## src/rtl/magic_seq_pkg.sv

```systemverilog
// Shared types and encodings for the MAGIC crossbar gate sequencer.
// The program word layout is {opc, src_a, src_b, dst}, MSB first.
package magic_seq_pkg;

    // Sequencer control states.
    typedef enum logic [2:0] {
        S_IDLE   = 3'd0,
        S_FETCH  = 3'd1,
        S_DECODE = 3'd2,
        S_INIT   = 3'd3,
        S_EVAL   = 3'd4,
        S_DONE   = 3'd5,
        S_ERR    = 3'd6
    } state_e;

    // Crossbar driver command encodings.
    typedef enum logic [1:0] {
        CMD_INIT = 2'b00,
        CMD_NOT  = 2'b01,
        CMD_NOR  = 2'b10
    } cmd_e;

    // Gate opcode stored in the program word.
    localparam logic OPC_NOT = 1'b0;
    localparam logic OPC_NOR = 1'b1;

    // Total program word width for a given cell index width.
    function automatic int prog_w(input int addr_w);
        return 1 + 3 * addr_w;
    endfunction

    // Field offsets inside the program word.
    function automatic int dst_lsb(input int addr_w);
        return 0 * addr_w;
    endfunction

    function automatic int src_b_lsb(input int addr_w);
        return addr_w;
    endfunction

    function automatic int src_a_lsb(input int addr_w);
        return 2 * addr_w;
    endfunction

    function automatic int opc_bit(input int addr_w);
        return 3 * addr_w;
    endfunction

endpackage

```

## src/rtl/magic_op_decode.sv

```systemverilog
// Combinational split of a program word into its fields, plus the
// write-after-read hazard check: a MAGIC gate must never overwrite one
// of its own operand cells, since INIT would destroy the operand first.
module magic_op_decode
    import magic_seq_pkg::*;
#(
    parameter int ADDR_W = 7
) (
    input  logic [prog_w(ADDR_W)-1:0] prog_word_i,
    output logic                      opc_o,
    output logic [ADDR_W-1:0]         src_a_o,
    output logic [ADDR_W-1:0]         src_b_o,
    output logic [ADDR_W-1:0]         dst_o,
    output logic                      hazard_o
);

    localparam int OPC_POS   = opc_bit(ADDR_W);
    localparam int SRC_A_POS = src_a_lsb(ADDR_W);
    localparam int SRC_B_POS = src_b_lsb(ADDR_W);
    localparam int DST_POS   = dst_lsb(ADDR_W);

    logic              opc;
    logic [ADDR_W-1:0] src_a;
    logic [ADDR_W-1:0] src_b;
    logic [ADDR_W-1:0] dst;

    // Field extraction and hazard detection; src_b only matters for NOR.
    always_comb begin
        opc      = prog_word_i[OPC_POS];
        src_a    = prog_word_i[SRC_A_POS +: ADDR_W];
        src_b    = prog_word_i[SRC_B_POS +: ADDR_W];
        dst      = prog_word_i[DST_POS +: ADDR_W];
        hazard_o = (dst == src_a) || ((opc == OPC_NOR) && (dst == src_b));
        opc_o    = opc;
        src_a_o  = src_a;
        src_b_o  = src_b;
        dst_o    = dst;
    end

endmodule

```

## src/rtl/magic_gate_sequencer.sv

```systemverilog
// Steps through a NOR/NOT gate program held in a synchronous ROM and
// issues an INIT then an EVAL command per gate to a MAGIC crossbar row.
// All crossbar outputs are decoded from registered state, so ready never
// reaches valid combinationally and the payload is stable while stalled.
module magic_gate_sequencer
    import magic_seq_pkg::*;
#(
    parameter int ADDR_W  = 7,
    parameter int PC_W    = 7,
    parameter int NUM_OPS = 90
) (
    input  logic                      clk,
    input  logic                      rst,
    input  logic                      start_i,
    input  logic                      abort_i,
    output logic                      busy_o,
    output logic                      done_o,
    output logic                      err_o,
    output logic [PC_W:0]             op_count_o,
    output logic [PC_W-1:0]           prog_addr_o,
    input  logic [prog_w(ADDR_W)-1:0] prog_data_i,
    output logic                      xbar_cmd_valid_o,
    input  logic                      xbar_cmd_ready_i,
    output logic [1:0]                xbar_cmd_op_o,
    output logic [ADDR_W-1:0]         xbar_src_a_o,
    output logic [ADDR_W-1:0]         xbar_src_b_o,
    output logic [ADDR_W-1:0]         xbar_dst_o
);

    localparam logic [PC_W-1:0] LAST_PC   = PC_W'(NUM_OPS - 1);
    localparam logic [PC_W:0]   MAX_COUNT = (PC_W + 1)'(NUM_OPS);

    state_e            state_q, state_d;
    logic [PC_W-1:0]   pc_q, pc_d;
    logic [PC_W:0]     count_q, count_d;
    logic              err_q, err_d;
    logic              abort_pend_q, abort_pend_d;
    logic              op_opc_q, op_opc_d;
    logic [ADDR_W-1:0] op_src_a_q, op_src_a_d;
    logic [ADDR_W-1:0] op_src_b_q, op_src_b_d;
    logic [ADDR_W-1:0] op_dst_q, op_dst_d;

    logic              dec_opc;
    logic [ADDR_W-1:0] dec_src_a;
    logic [ADDR_W-1:0] dec_src_b;
    logic [ADDR_W-1:0] dec_dst;
    logic              dec_hazard;

    logic              cmd_valid;
    cmd_e              cmd_op;
    logic [ADDR_W-1:0] cmd_src_a;
    logic [ADDR_W-1:0] cmd_src_b;
    logic [ADDR_W-1:0] cmd_dst;
    logic              done_pulse;
    logic              handshake;

    magic_op_decode #(
        .ADDR_W (ADDR_W)
    ) u_decode (
        .prog_word_i (prog_data_i),
        .opc_o       (dec_opc),
        .src_a_o     (dec_src_a),
        .src_b_o     (dec_src_b),
        .dst_o       (dec_dst),
        .hazard_o    (dec_hazard)
    );

    // Next-state, datapath update and crossbar command generation.
    always_comb begin
        // NOTE: every signal written here gets a default first, so no path
        // through the case statement can leave one unassigned and infer a latch.
        state_d      = state_q;
        pc_d         = pc_q;
        count_d      = count_q;
        err_d        = err_q;
        abort_pend_d = abort_pend_q;
        op_opc_d     = op_opc_q;
        op_src_a_d   = op_src_a_q;
        op_src_b_d   = op_src_b_q;
        op_dst_d     = op_dst_q;
        cmd_valid    = 1'b0;
        cmd_op       = CMD_INIT;
        cmd_src_a    = '0;
        cmd_src_b    = '0;
        cmd_dst      = '0;
        done_pulse   = 1'b0;
        handshake    = 1'b0;

        // An abort seen in any busy state is remembered until the next
        // point where the program would fetch another op.
        if ((state_q != S_IDLE) && abort_i) begin
            abort_pend_d = 1'b1;
        end

        unique case (state_q)
            S_IDLE: begin
                abort_pend_d = 1'b0;
                if (start_i) begin
                    pc_d    = '0;
                    count_d = '0;
                    err_d   = 1'b0;
                    state_d = S_FETCH;
                end
            end

            S_FETCH: begin
                state_d = S_DECODE;
            end

            S_DECODE: begin
                op_opc_d   = dec_opc;
                op_src_a_d = dec_src_a;
                op_src_b_d = dec_src_b;
                op_dst_d   = dec_dst;
                if (dec_hazard) begin
                    err_d   = 1'b1;
                    state_d = S_ERR;
                end else begin
                    state_d = S_INIT;
                end
            end

            S_INIT: begin
                cmd_valid = 1'b1;
                cmd_op    = CMD_INIT;
                cmd_dst   = op_dst_q;
                handshake = xbar_cmd_ready_i;
                if (handshake) begin
                    state_d = S_EVAL;
                end
            end

            S_EVAL: begin
                cmd_valid = 1'b1;
                cmd_op    = (op_opc_q == OPC_NOT) ? CMD_NOT : CMD_NOR;
                cmd_src_a = op_src_a_q;
                cmd_src_b = (op_opc_q == OPC_NOT) ? '0 : op_src_b_q;
                cmd_dst   = op_dst_q;
                handshake = xbar_cmd_ready_i;
                if (handshake) begin
                    if (count_q != MAX_COUNT) begin
                        count_d = count_q + 1'b1;
                    end
                    if (pc_q == LAST_PC) begin
                        // The final op always completes, even with an abort pending.
                        state_d = S_DONE;
                    end else if (abort_pend_d) begin
                        abort_pend_d = 1'b0;
                        state_d      = S_IDLE;
                    end else begin
                        pc_d    = pc_q + 1'b1;
                        state_d = S_FETCH;
                    end
                end
            end

            S_DONE: begin
                done_pulse   = 1'b1;
                abort_pend_d = 1'b0;
                state_d      = S_IDLE;
            end

            S_ERR: begin
                abort_pend_d = 1'b0;
                state_d      = S_IDLE;
            end

            default: begin
                state_d = S_IDLE;
            end
        endcase
    end

    // State and datapath registers with synchronous reset on control only.
    always_ff @(posedge clk) begin
        // NOTE: sequential state uses non-blocking assignments so every
        // register samples its _d value from before this edge.
        if (rst) begin
            state_q      <= S_IDLE;
            pc_q         <= '0;
            count_q      <= '0;
            err_q        <= 1'b0;
            abort_pend_q <= 1'b0;
        end else begin
            state_q      <= state_d;
            pc_q         <= pc_d;
            count_q      <= count_d;
            err_q        <= err_d;
            abort_pend_q <= abort_pend_d;
        end
    end

    // Op register; it is only read in INIT/EVAL after a DECODE has loaded it.
    always_ff @(posedge clk) begin
        // NOTE: the op register is deliberately left out of reset; its
        // contents are never visible until DECODE has written it.
        op_opc_q   <= op_opc_d;
        op_src_a_q <= op_src_a_d;
        op_src_b_q <= op_src_b_d;
        op_dst_q   <= op_dst_d;
    end

    // Output mapping from registered state only.
    always_comb begin
        busy_o           = (state_q != S_IDLE);
        done_o           = done_pulse;
        err_o            = err_q;
        op_count_o       = count_q;
        prog_addr_o      = pc_q;
        xbar_cmd_valid_o = cmd_valid;
        xbar_cmd_op_o    = cmd_op;
        xbar_src_a_o     = cmd_src_a;
        xbar_src_b_o     = cmd_src_b;
        xbar_dst_o       = cmd_dst;
    end

endmodule

```

## config.mk

```make
export PLATFORM = sky130hd
export DESIGN_NAME = magic_gate_sequencer
export DESIGN_NICKNAME = d
export VERILOG_FILES = /design/src/rtl/magic_seq_pkg.sv /design/src/rtl/magic_op_decode.sv /design/src/rtl/magic_gate_sequencer.sv
export SDC_FILE = /design/constraint.sdc
export NUM_CORES = 1
export LEC_CHECK = 0
export CORE_ASPECT_RATIO = 1.5
export CORE_MARGIN = 8
export CORE_UTILIZATION = 41
export CTS_BUF_LIST = sky130_fd_sc_hd__clkbuf_4 sky130_fd_sc_hd__clkbuf_8 sky130_fd_sc_hd__clkbuf_16
export DETAILED_ROUTE_END_ITERATION = 12
export GPL_ROUTABILITY_DRIVEN = 0
export GPL_TIMING_DRIVEN = 0
export PLACE_DENSITY_LB_ADDON = 0.15
export SETUP_SLACK_MARGIN = 0.2
export SYNTH_ARGS = -nofsm -noshare
export SYNTH_HDL_FRONTEND = slang
export SYNTH_SLANG_ARGS = --single-unit
```

## constraint.sdc

```tcl
create_clock -name clk -period 2.4 [get_ports clk]
set_clock_uncertainty 0.2 [all_clocks]
set_input_delay 0.24 -clock clk [delete_from_list [all_inputs] [get_ports clk]]
set_output_delay 0.24 -clock clk [all_outputs]
set_load 0.05 [all_outputs]
```

==> flow_summary.ini <==
[final_layout]
fillers = 480
final_cell_area_um2 = 3045
fin_util_pct = 60.37
drive_gt1_share_pct = 23.05
antenna_cells = 0
final_nets = 312
fin_cells = 350
area_growth_pct = 44.28

[synthesis]
ys.warnings.count = 0
syn_nets = 233
yosys_most_used_dff = edfxtp_1
syn_area_per_cell_um2 = 10.45
synth_area_um2 = 2111
yosysTopAreaCell = edfxtp_1
netlist_top_cells_area = edfxtp_1, dfxtp_1, and3_1
synth_edf_count = 22
syn-instance-count = 202
synthArstFlopShare_pct = 0
seq_area_frac_synth_pct = 50.27
yosysUniqueCellTypes = 44
ys_seq_elements = 42
yosysMostFrequentCell = edfxtp_1
synth_common_cells = edfxtp_1, dfxtp_1, and3_1
yosysTopAreaCellShare_pct = 31.30

[clock_tree]
clock-sinks = 42
cts_max_level = 2
cts_buffers = 5
clkLatencyLatePin_ns = 0.30
cts-root-buf = clkbuf_8
cts_hold_buf = 0
cts_tree = built
cts.clk_slew.worst_paths_ns = 0.08
clockBufferDepth = 2

[die]
die_w_um = 74.59
start_util_pct = 41.84
boundaryPins = 69
fp.dieArea_um2 = 7748
dieHeight_um = 103.9
num_rows = 32
core_region_area_um2 = 5045

[status]
status = complete, no violations

[power]
vdd_ir_drop_max_v = 0.0004454
power.density_nw_per_um2 = 739.3
p_leak_uw = 0.001165

[sta]
final.setup.worst_slack_ns = 0.3022
worst_pin_slew_ns = 0.6094
period_share_pct = 87.41
rsz0062_at_grt = false
period_minus_slack_ns = 2.098
fmax_mhz = 476.7
setup_violations = 0
slew_violations = 0
max_slew_margin_pct = 59.28
finalHoldViolations = 0

[job]
drv_cap = 0

[worst_setup_path]
critPathMaxFanout = 10
cp_data_arrival_time_ns = 1.66
critPathLaunchType = flip-flop
crit_type = flip-flop to primary output
critPathLaunch = state_q[2]
rr_startpoint = prog_addr_o[0]
end_kind = primary output
worstPathRequired_ns = 1.96

[global_route]
grt_overflow = 0
grt_max_degree = 23
grt_pass1_wl_um = 8797
track_usage_pct = 14.52
grt_pass1_vias = 1810
antenna_found_initial = 0

[placed_design]
placedCellCount = 338
place_area_um2 = 2889
place_ws_ns = -0.4113
io_buffer_count = 68
dp_hpwl_um = 4254

[routing]
routedWlPerCell_um = 15.61
remaining_drc_errors = 0
num_vias = 1795
dr.pass1.iters = 4
vias_per_cell = 5.129
drt_wl_total_um = 5465
drtIter0Drc = 58
drtAntennaViolNets = 0

[min_path]
hp-class = flip-flop to flip-flop
worstHoldStart = err_o
## path summary, 6_finish.rpt
check	slack, ns	end	cells after the start
max	0.30	xbar_src_b_o[6]	6
min	0.29	err_o	2
max reg2reg	0.32	state_q[2]	6
min reg2reg	0.29	err_o	2
## critical path: stages, from the launching register on
cell	delay [ns]
dfxtp_1	0.35
buf_4	0.20
nand2b_4	0.09
nor2_4	0.14
clkbuf_2	0.19
and3_1	0.16
clkbuf_4	0.22
## flip-flops by register name, indices dropped and copies added (netlist names)
name,flops
op_src_a_q,7
op_count_o,8
abort_pend_q,1
err_o,1
op_dst_q,7
prog_addr_o,7
op_opc_q,1
state_q,3
op_src_b_q,7
## routing by layer
layer / part of all wire (%) / vias up / track usage (%)
met2: 55 / 50 / 25.66
met5: 0 / - / 0
li1: - / 897 / -
met4: 1.4 / 0 / 5.070
met1: 36 / 842 / 14.59
met3: 7.5 / 6 / 5.598
## stage by stage
stage | hold slack, ns | power, uW | TNS [ns]
after CTS | 0.2904 | 2238 | 0
after global routing | 0.3177 | 2367 | 0
after floorplan | 0.1389 | 1444 | 0
final | 0.2898 | 2251 | 0
after detailed placement | 0.2629 | 1683 | -5.051
after global placement | 0.2761 | 1676 | -4.812
## power breakdown
part,internal (uW),switching [uW]
clock network,306,252
logic,269,504
registers,878,41.6
## final cells by class
type	count	area (um^2)	share of cell area, %
inverters	4	15.01	0.4930
multi-input cells	150	1052	34.55
clock buffers	5	68.82	2.260
clock inverters	3	40.04	1.315
well taps	68	85.08	2.794
repair buffers	72	685.7	22.51
plain buffers	6	36.28	1.191
flip-flops and latches	42	1062	34.88
## placed cells by master, fill, tap and decap left out, types with 6 or more instances in the layout
master / instances
xnor2_1: 11
nand4_1: 7
nor2_1: 11
and2_2: 7
clkdlybuf4s15_2: 10
xor2_1: 9
nand2_1: 14
edfxtp_1: 22
and3_1: 18
a21oi_1: 14
or3_1: 6
dfxtp_1: 19
clkdlybuf4s50_1: 42
clkbuf_4: 10
## logic make-up after synthesis
logic type	Yosys count	share of synthesized area, %
simple gates	91	25.49
flops	42	50.27
compound gates	34	10.91
xor+xnor	20	8.299
buf+inv	10	2.193
fa+ha+maj	4	2.371
mux	1	0.4742
## what timing repair did
action,in CTS,in global routing
endpoints found under the setup margin,35,16
pin swaps,0,1
gates resized for setup,110,23
buffers inserted,0,4
gates cloned,0,0
No activity file was read; power rests on OpenSTA's default activity.
